`src/rtl/usb_pkg.sv`:
```
// Shared types for the USB host transaction path: packet payload, PIDs, FSM states.
package usb_pkg;

  localparam int unsigned PID_W  = 4;
  localparam int unsigned ADDR_W = 7;
  localparam int unsigned ENDP_W = 4;
  localparam int unsigned DATA_W = 64;

  localparam logic [PID_W-1:0] PID_OUT   = 4'b0001;
  localparam logic [PID_W-1:0] PID_IN    = 4'b1001;
  localparam logic [PID_W-1:0] PID_DATA0 = 4'b0011;
  localparam logic [PID_W-1:0] PID_ACK   = 4'b0010;
  localparam logic [PID_W-1:0] PID_NAK   = 4'b1010;

  typedef struct packed {
    logic [PID_W-1:0]  pid;
    logic [ADDR_W-1:0] addr;
    logic [ENDP_W-1:0] endp;
    logic [DATA_W-1:0] data;
  } pkt_t;

  typedef enum logic [2:0] {
    ST_IDLE,
    ST_SEND_TOKEN,
    ST_SEND_DATA,
    ST_WAIT_HS,
    ST_WAIT_DATA,
    ST_SEND_HS,
    ST_FINISH
  } txn_state_t;

  typedef enum logic {
    DIR_OUT,
    DIR_IN
  } dir_t;

  function automatic pkt_t mk_pkt(input logic [PID_W-1:0]  pid,
                                  input logic [ADDR_W-1:0] addr,
                                  input logic [ENDP_W-1:0] endp,
                                  input logic [DATA_W-1:0] data);
    pkt_t p;
    p.pid  = pid;
    p.addr = addr;
    p.endp = endp;
    p.data = data;
    return p;
  endfunction

endpackage

```
`src/rtl/usb_timeout_timer.sv`:
```
// Handshake/data wait timer: counts while enabled, saturates at TIMEOUT_CYCLES-1.
module usb_timeout_timer #(
  parameter int unsigned TIMEOUT_CYCLES = 255
) (
  input  logic clk,
  input  logic rst_L,
  input  logic clear,
  input  logic enable,
  output logic expired_c
);

  localparam int unsigned TW = $clog2(TIMEOUT_CYCLES);
  localparam logic [TW-1:0] LAST = TW'(TIMEOUT_CYCLES - 1);

  logic [TW-1:0] timer;

  assign expired_c = (timer == LAST);

  // Holds at LAST so a long wait never wraps back into a fresh window
  always_ff @(posedge clk or negedge rst_L) begin
    if (!rst_L) begin
      timer <= '0;
    end else if (clear) begin
      timer <= '0;
    end else if (enable && !expired_c) begin
      timer <= timer + TW'(1);
    end
  end

endmodule

```
`src/rtl/usb_txn_ctrl.sv`:
```
// Host transaction sequencer: token / data / handshake with timeout and bounded retry.
module usb_txn_ctrl
  import usb_pkg::*;
#(
  parameter int unsigned       MAX_RETRY      = 8,
  parameter int unsigned       TIMEOUT_CYCLES = 255,
  parameter logic [ADDR_W-1:0] DEV_ADDR       = 7'd5,
  parameter logic [ENDP_W-1:0] DEV_ENDP       = 4'd4
) (
  input  logic              clk,
  input  logic              rst_L,
  input  logic              start_out,
  input  logic              start_in,
  input  logic [DATA_W-1:0] wr_data,
  output logic              busy,
  output logic              txn_done,
  output logic              txn_ok,
  output logic [DATA_W-1:0] rd_data,
  output logic              tx_encode,
  output pkt_t              tx_pkt,
  input  logic              tx_done,
  output logic              rx_decode,
  input  pkt_t              rx_pkt,
  input  logic              rx_done,
  input  logic              rx_err
);

  localparam int unsigned RW = $clog2(MAX_RETRY + 1);

  txn_state_t        state, state_nxt;
  dir_t              dir, dir_nxt;
  logic [DATA_W-1:0] payload, payload_nxt;
  logic [PID_W-1:0]  hs, hs_nxt;
  logic [RW-1:0]     retry_cnt, retry_nxt;
  logic              busy_nxt, txn_done_nxt, txn_ok_nxt, tx_encode_nxt, rx_decode_nxt;
  logic [DATA_W-1:0] rd_data_nxt;
  pkt_t              tx_pkt_nxt;
  logic              success, attempt_fail;
  logic              in_wait, expired_c;
  logic              unused_rx_bits;

  assign in_wait        = (state == ST_WAIT_HS) || (state == ST_WAIT_DATA);
  assign unused_rx_bits = ^{rx_pkt.addr, rx_pkt.endp};

  usb_timeout_timer #(
    .TIMEOUT_CYCLES(TIMEOUT_CYCLES)
  ) u_timer (
    .clk      (clk),
    .rst_L    (rst_L),
    .clear    (!in_wait),
    .enable   (in_wait),
    .expired_c(expired_c)
  );

  always_ff @(posedge clk or negedge rst_L) begin
    if (!rst_L) begin
      state     <= ST_IDLE;
      dir       <= DIR_OUT;
      payload   <= '0;
      hs        <= '0;
      retry_cnt <= '0;
      busy      <= 1'b0;
      txn_done  <= 1'b0;
      txn_ok    <= 1'b0;
      rd_data   <= '0;
      tx_encode <= 1'b0;
      tx_pkt    <= '0;
      rx_decode <= 1'b0;
    end else begin
      state     <= state_nxt;
      dir       <= dir_nxt;
      payload   <= payload_nxt;
      hs        <= hs_nxt;
      retry_cnt <= retry_nxt;
      busy      <= busy_nxt;
      txn_done  <= txn_done_nxt;
      txn_ok    <= txn_ok_nxt;
      rd_data   <= rd_data_nxt;
      tx_encode <= tx_encode_nxt;
      tx_pkt    <= tx_pkt_nxt;
      rx_decode <= rx_decode_nxt;
    end
  end

  always_comb begin
    state_nxt     = state;
    dir_nxt       = dir;
    payload_nxt   = payload;
    hs_nxt        = hs;
    retry_nxt     = retry_cnt;
    busy_nxt      = busy;
    txn_done_nxt  = 1'b0;
    txn_ok_nxt    = txn_ok;
    rd_data_nxt   = rd_data;
    tx_encode_nxt = 1'b0;
    tx_pkt_nxt    = tx_pkt;
    rx_decode_nxt = 1'b0;
    success       = 1'b0;
    attempt_fail  = 1'b0;

    case (state)
      ST_IDLE: begin
        if (start_out || start_in) begin
          dir_nxt = start_out ? DIR_OUT : DIR_IN;
          if (start_out) begin
            payload_nxt = wr_data;
          end
          retry_nxt = RW'(1);
          busy_nxt  = 1'b1;
          state_nxt = ST_SEND_TOKEN;
        end
      end
      ST_SEND_TOKEN: begin
        if (tx_done) begin
          state_nxt = (dir == DIR_OUT) ? ST_SEND_DATA : ST_WAIT_DATA;
        end
      end
      ST_SEND_DATA: begin
        if (tx_done) begin
          state_nxt = ST_WAIT_HS;
        end
      end
      ST_WAIT_HS: begin
        // A packet arriving on the expiry cycle still counts
        if (rx_done) begin
          if (!rx_err && (rx_pkt.pid == PID_ACK)) begin
            success = 1'b1;
          end else begin
            attempt_fail = 1'b1;
          end
        end else if (expired_c) begin
          attempt_fail = 1'b1;
        end
      end
      ST_WAIT_DATA: begin
        if (rx_done) begin
          if (rx_err) begin
            hs_nxt    = PID_NAK;
            state_nxt = ST_SEND_HS;
          end else if (rx_pkt.pid == PID_DATA0) begin
            rd_data_nxt = rx_pkt.data;
            hs_nxt      = PID_ACK;
            state_nxt   = ST_SEND_HS;
          end else begin
            attempt_fail = 1'b1;
          end
        end else if (expired_c) begin
          attempt_fail = 1'b1;
        end
      end
      ST_SEND_HS: begin
        if (tx_done) begin
          if (hs == PID_ACK) begin
            success = 1'b1;
          end else begin
            attempt_fail = 1'b1;
          end
        end
      end
      ST_FINISH: begin
        busy_nxt  = 1'b0;
        state_nxt = ST_IDLE;
      end
      default: state_nxt = ST_IDLE;
    endcase

    if (success) begin
      state_nxt    = ST_FINISH;
      txn_done_nxt = 1'b1;
      txn_ok_nxt   = 1'b1;
    end else if (attempt_fail) begin
      if (retry_cnt == RW'(MAX_RETRY)) begin
        state_nxt    = ST_FINISH;
        txn_done_nxt = 1'b1;
        txn_ok_nxt   = 1'b0;
      end else begin
        retry_nxt = retry_cnt + RW'(1);
        state_nxt = ST_SEND_TOKEN;
      end
    end

    // Launch a packet on entry to any SEND state; tx_pkt then holds until the next launch
    if (state_nxt != state) begin
      case (state_nxt)
        ST_SEND_TOKEN: begin
          tx_encode_nxt = 1'b1;
          tx_pkt_nxt    = mk_pkt((dir_nxt == DIR_OUT) ? PID_OUT : PID_IN,
                                 DEV_ADDR, DEV_ENDP, '0);
        end
        ST_SEND_DATA: begin
          tx_encode_nxt = 1'b1;
          tx_pkt_nxt    = mk_pkt(PID_DATA0, '0, '0, payload);
        end
        ST_SEND_HS: begin
          tx_encode_nxt = 1'b1;
          tx_pkt_nxt    = mk_pkt(hs_nxt, '0, '0, '0);
        end
        default: ;
      endcase
    end

    rx_decode_nxt = (state_nxt == ST_WAIT_HS) || (state_nxt == ST_WAIT_DATA);
  end

endmodule

```
`config.mk`:
```
export PLATFORM = sky130hd
export DESIGN_NAME = usb_txn_ctrl
export DESIGN_NICKNAME = d
export VERILOG_FILES = /design/src/rtl/usb_pkg.sv /design/src/rtl/usb_timeout_timer.sv /design/src/rtl/usb_txn_ctrl.sv
export SDC_FILE = /design/constraint.sdc
export NUM_CORES = 1
export LEC_CHECK = 0
export ABC_AREA = 0
export BUFFER_PORTS_ARGS = -buffer_cell sky130_fd_sc_hd__buf_4
export CORE_UTILIZATION = 45
export CTS_CLUSTER_DIAMETER = 150
export CTS_CLUSTER_SIZE = 20
export DETAILED_ROUTE_END_ITERATION = 16
export PLACE_DENSITY = 0.73
export SETUP_SLACK_MARGIN = 0.05
export SKIP_CTS_REPAIR_TIMING = 1
export SLEW_MARGIN = 5
export SYNTH_ARGS = -nofsm -noshare
export SYNTH_HDL_FRONTEND = slang
export SYNTH_SLANG_ARGS = --single-unit
```
`constraint.sdc`:
```
create_clock -name clk -period 3.2 [get_ports clk]
set_input_delay 0.32 -clock clk [delete_from_list [all_inputs] [get_ports clk]]
set_output_delay 0.32 -clock clk [all_outputs]
set_load 0.005 [all_outputs]
```
==> metrics, run 1 <==
Avg Cell Area, Syn=14.6 µm²; Clock Power Share=18.6%; Worst-Skew Late Latency=0.49 ns; fin area=11500 µm²; footprint of the multi-input gates=2850 µm²; Primary FF master, synth=dfrtp_1; Startpoint Class=flop; Total Power=9.64 mW; Via Count=5857; simple-gate portion of the synthesized area=4.49%; Fin. Hold Viols=0; Post-Synth XOR/XNOR Area=0.304%; post-synthesis compound-gate area fraction=10.0%; Max Fclk=347 MHz; largest net degree at the start of global routing=101; # DRC=0; post-route ant nets=0; Sw Share=32.0%; pre-CTS setup slack=0.268 ns; combinational share of power=36.4%; final setup vio count=0; Clk pin slew, worst setup/hold paths=0.08 ns; largest family of logic cells by synthesized area=multiplexers; FFs w/ async S/R, synth=100%; mapped cell area=8640 µm²; sequential share of power=45.0%; clk sink count=222; ant diodes=0; Initial Utilization=46.0%; die height=141 µm; Fill cells=1476; Critical Path AT=3.31 ns; Final Non-Filler Cells=1107; Die Width=141 µm; adder-cell share of the synthesized area=0.579%; port bufs=278; critical setup path kind=reg2reg; Ports=298; commonest non-fill, non-tap cells in the layout=292 x buf_4, 222 x dfrtp_1, 129 x mux2_2; Routed wire per std cell=17.5 µm; hold crit path type=in2reg; die area=19800 µm²; post-DP HPWL=13.7 mm; Slew HR=49.3%; required time of the worst setup path=3.62 ns; critical path cell sequence=nand3b_1, a31o_2, a221o_2, a32oi_4, nor2_1, o21ai_4, buf_4, a22o_1; vias in the first global route=5912; crit end category=flop; register area=5560 µm²; synth-to-layout area growth=32.9%; synth unique cells=49; area of the core=18800 µm²; Cells after Synth=593; Seq/Total Area, Yosys=64.3%; Synth warnings=0; crit-path max cell delay=0.58 ns; post-layout util=61.1%; status=finished clean; CTS buffer count=15; final hold slack=0.0573 ns; Peak supply drop=0.683 mV; layout cell share with drive strength beyond 1=52.1%; root buffer cell=clkbuf_16; multiplexer area fraction after synthesis=17.1%; most common cell after layout, fill and taps aside=buf_4; cell leakage power=5.81 nW; worst setup margin=0.314 ns; switching power=3.08 mW; crit path max fanout=18; Period Utilization, post-route=90.2%; total track usage=19.6%; Tmin final=2.89 ns; Max Buffers Root-to-Sink=3; Post-Route WL=19.4 mm; placed insts=1089; max-cap viol count=0; EDFF count, synth=0; worst-margin pin slew=0.760 ns; Final Skew=0.0241 ns; first-pass GRT wire length=31.0 mm; post-synthesis register bit count=222; vias per inst=5.29; GP Congestion=0.838; H-Tree Depth=1; Final #Nets=1027; RSZ-0062 raised after global routing=false; CTS tree=yes; gr ovfl total=0; Power Dens Cells=840 nW/µm²; antenna violations before repair=0; max-slew violations=0; Slowest-stage cell, CP=dfrtp_1; Int Power=6.56 mW; drt first pass iters=4; Row Count=50; setup tns final=0 ns; Iter 0 DRT Violations=178; placed inst area=11100 µm²
[flip-flops by register name (all words and copies together) (netlist names)]
signal	cells
hs	4
retry_cnt	4
busy	1
tx_encode	1
rd_data	64
rx_decode	1
u_timer.timer	8
tx_pkt	69
txn_done	1
payload	64
state	3
dir	1
txn_ok	1
[synth_stat cells, types with 5 or more instances]
cell type / number / share of area (%)
nor2_1: 18 / 0.78
dfrtp_1: 222 / 64
inv_1: 9 / 0.39
a21oi_1: 6 / 0.35
mux2_2: 129 / 17
and2_1: 7 / 0.51
clkbuf_1: 24 / 1.0
nand3_1: 6 / 0.35
nand2_1: 13 / 0.57
and3_1: 5 / 0.36
o21ai_0: 11 / 0.64
a22o_1: 64 / 6.5
buf_4: 10 / 0.87
[kinds of logic after synthesis]
group | count (synthesis)
AOI/OAI and AO/OA | 105
adders and majority gates | 4
and+or+nand+nor | 73
other | 1
muxes | 131
DFF | 222
buffers and inverters | 54
xor gates and xnor gates | 3
[metal layers]
metal	GRT usage, %	wire length, µm
met1	25.0	7870
met2	32.3	9340
met3	6.63	1800
met4	4.63	395
met5	0	0
[final timing paths]
kind / start / end / slack (ns) / cells after the start
min: wr_data[52] / payload[52] / 0.06 / 2
max reg2reg: state[0] / tx_pkt[20] / 0.31 / 8
min in group asynchronous: rst_L / rd_data[41] / 0.49 / 2
max in group asynchronous: rst_L / rd_data[59] / 1.88 / 3
min reg2reg: payload[30] / tx_pkt[30] / 0.47 / 1
max: state[0] / tx_pkt[20] / 0.31 / 8
[power by group through the flow]
| stage | logic [mW] | registers, mW | clock network [mW] |
|---|---|---|---|
| floorplan | 2.01 | 4.28 | 0 |
| detailed placement | 3.57 | 4.38 | 0 |
| CTS | 3.56 | 4.35 | 1.86 |
| global route | 3.83 | 4.46 | 1.95 |
| global placement | 3.46 | 4.35 | 0 |
| finish | 3.51 | 4.34 | 1.79 |
[worst max-delay path, delay by kind of cell, from the launching register on]
family	cells	cell delay, ns
AOI/OAI and AO/OA	5	1.63
DFF	1	0.58
buffers and inverters	1	0.28
and+or+nand+nor	2	0.33
[area by class of cell]
type                       instances  share of cell area (%)
sequential                       222                    48.4
multi-input combinational        324                    24.8
timing repair buffer             300                    20.4
clock buffer                      15                    3.27
tap                              234                    2.55
inverter                          10                   0.327
clock inverter                     2                   0.251
(Power assumes the default switching activity.)
==> run 2, diff against run 1 <==
- SETUP_SLACK_MARGIN: 0.05 -> 0.5
- SYNTH_HIERARCHICAL: unset -> 1
==> metrics, run 2 <==
ant diodes=0; vias per inst=5.22; GP Congestion=0.859; biggest regs=tx_pkt: 69 flops, payload: 64 flops, rd_data: 64 flops; Seq/Total Area, Yosys=62.8%; max-slew violations=0; Tmin final=2.60 ns; Critical Path Sink=tx_pkt[78]; die height=142 µm; Initial Utilization=46.5%; Startpoint Class=flop; FFs w/ async S/R, synth=100%; layout cell share with drive strength beyond 1=53.5%; critical setup path kind=reg2reg; switching power=2.90 mW; Max Fclk=385 MHz; post-DP HPWL=14.1 mm; area of the core=19000 µm²; pre-CTS setup slack=0.292 ns; combinational share of power=35.3%; max-cap viol count=0; vias in the first global route=6064; Final Skew=0.0215 ns; status=finished clean; post-synthesis register bit count=222; Largest register FFs=69; Peak supply drop=0.606 mV; Row Count=50; # DRC=0; Worst-Skew Late Latency=0.48 ns; Primary FF master, synth=dfrtp_1; Critical Path AT=2.96 ns; crit path max fanout=7; Die Width=142 µm; r2r endpoint=tx_pkt[78]; H-Tree Depth=1; Slew HR=54.4%; Fill cells=1542; Synth area leaders=dfrtp_1 63%, mux2_2 16%, a22o_1 6.6%; cell leakage power=5.90 nW; most common cell after layout, fill and taps aside=buf_4; Clock Power Share=19.9%; Sw Share=32.3%; worst setup margin=0.605 ns; Synth warnings=6; crit-path max cell delay=0.58 ns; Worst Reg-to-Reg Cells=9; Iter 0 DRT Violations=287; post-layout util=61.9%; Period Utilization, post-route=81.1%; RSZ-0062 raised after global routing=true; Via Count=6000; setup tns final=0 ns; hold crit path type=in2reg; root buffer cell=clkbuf_16; CTS tree=yes; CTS buffer count=15; Routed wire per std cell=18.2 µm; Cells after Synth=611; Avg Cell Area, Syn=14.5 µm²; mapped cell area=8850 µm²; EDFF count, synth=0; most flop-heavy register=tx_pkt; worst reg2reg path startpoint=hs[3]; Yosys top cell by area=dfrtp_1; critical path cell sequence=nor4b_4, nor3_1, buf_4, or4_4, nor3_4, o211ai_2, nand2_4, inv_4, mux2_1; sequential share of power=44.9%; Power Dens Cells=764 nW/µm²; Ports=298; Synth top area share=62.8%; Clk pin slew, worst setup/hold paths=0.09 ns; Int Power=6.10 mW; Final #Nets=1045; crit path from=hs[3]; Slowest-stage cell, CP=or4_4; Post-Route WL=20.9 mm; total track usage=20.3%; most common cell in the netlist=dfrtp_1; final setup vio count=0; port bufs=278; required time of the worst setup path=3.57 ns; worst-margin pin slew=0.684 ns; die area=20200 µm²; commonest non-fill, non-tap cells in the layout=289 x buf_4, 219 x dfrtp_1, 129 x mux2_2; drt first pass iters=4; largest net degree at the start of global routing=90; antenna violations before repair=0; post-route ant nets=0; clk sink count=222; flop-to-flop setup slack=0.60 ns; synth-to-layout area growth=33.1%; Max Buffers Root-to-Sink=3; gr ovfl total=0; Fin. Hold Viols=0; crit end category=flop; synth unique cells=61; Synth top cells by count=222 x dfrtp_1, 129 x mux2_2, 67 x a22o_1, 20 x clkbuf_1, 16 x nor2_1; first-pass GRT wire length=32.1 mm
[run 2: changes by cell type after synthesis, moves of 3 or more]
| cell | previous run | this run |
|---|---|---|
| clkbuf_1 | 24 | 20 |
| and3b_1 | 0 | 3 |
| and3_1 | 5 | 2 |
| mux2_4 | 0 | 3 |
| a211oi_1 | 2 | 6 |
| a22o_1 | 64 | 67 |
| nor2b_1 | 1 | 7 |
| or3_1 | 4 | 1 |
| o21ai_0 | 11 | 7 |
[run 2: kinds of logic (layout without fill, tap and decap cells)]
kind of cell / after synthesis / in the layout / share of synthesized area [%]
AOI/OAI and AO/OA: 115 / 115 / 10.5
DFF: 222 / 222 / 62.8
adders and majority gates: 4 / 4 / 0.566
muxes: 134 / 134 / 17.2
and+or+nand+nor: 84 / 84 / 5.81
other: 1 / 8 / 0.0424
buffers and inverters: 51 / 323 / 3.14
[run 2: how the worst min path moves through the flow]
stage,start,end,slack (ns),depth (start not counted)
6_report,rx_pkt[57],rd_data[57],0.07,2
5_1_grt,rx_pkt[62],rd_data[62],0.04,2
4_1_cts,rst_L,rd_data[11],-0.12,1
3_5_place_dp,rst_L,rd_data[44],0.39,1
3_3_place_gp,rst_L,rd_data[11],0.39,1
2_1_floorplan,rst_L,busy,0.02,0
[run 2: metal layers]
metal | vias to the layer above | wire [µm] | global-route usage, %
met4 | 0 | 296 | 4.30
met5 | - | 0 | 0
met2 | 228 | 9900 | 33.5
met3 | 23 | 2150 | 7.57
met1 | 2991 | 8600 | 25.4
li1 | 2758 | - | -
[run 2: critical path: cells and delay by family (launching register included)]
kind / cells / cell delay [ns]
muxes: 1 / 0.31
buffers and inverters: 2 / 0.23
and+or+nand+nor: 5 / 1.37
DFF: 1 / 0.42
AOI/OAI and AO/OA: 1 / 0.15
[run 2: power by group through the flow]
stage                     sequential (mW)  clock (mW)  combinational, mW
after floorplan                      3.96           0               1.96
after global routing                 4.14        1.96               3.46
after global placement               4.05           0               2.86
final                                4.04        1.79               3.17
after detailed placement             4.08           0               2.93
after CTS                            4.04        1.86               2.93
[run 2: layout make-up]
type	count	area, µm²	area share [%]
multi-input cells	345	3130	26.5
inverters	9	36.3	0.308
clock buffers	15	375	3.19
well taps	260	325	2.76
clock inverters	1	20.0	0.170
repair buffers	298	2330	19.8
flip-flops and latches	222	5560	47.2
[run 2: stage by stage]
step / cells / power, mW / area, µm² / hold WS (ns)
global placement: 1125 / 6.91 / 11200 / 0.387
floorplan: 618 / 5.92 / 8870 / 0.0244
global route: 1150 / 9.55 / 11800 / 0.0407
detailed placement: 1125 / 7.01 / 11200 / 0.389
finish: 1150 / 9.00 / 11800 / 0.0666
CTS: 1141 / 8.82 / 11600 / -0.123
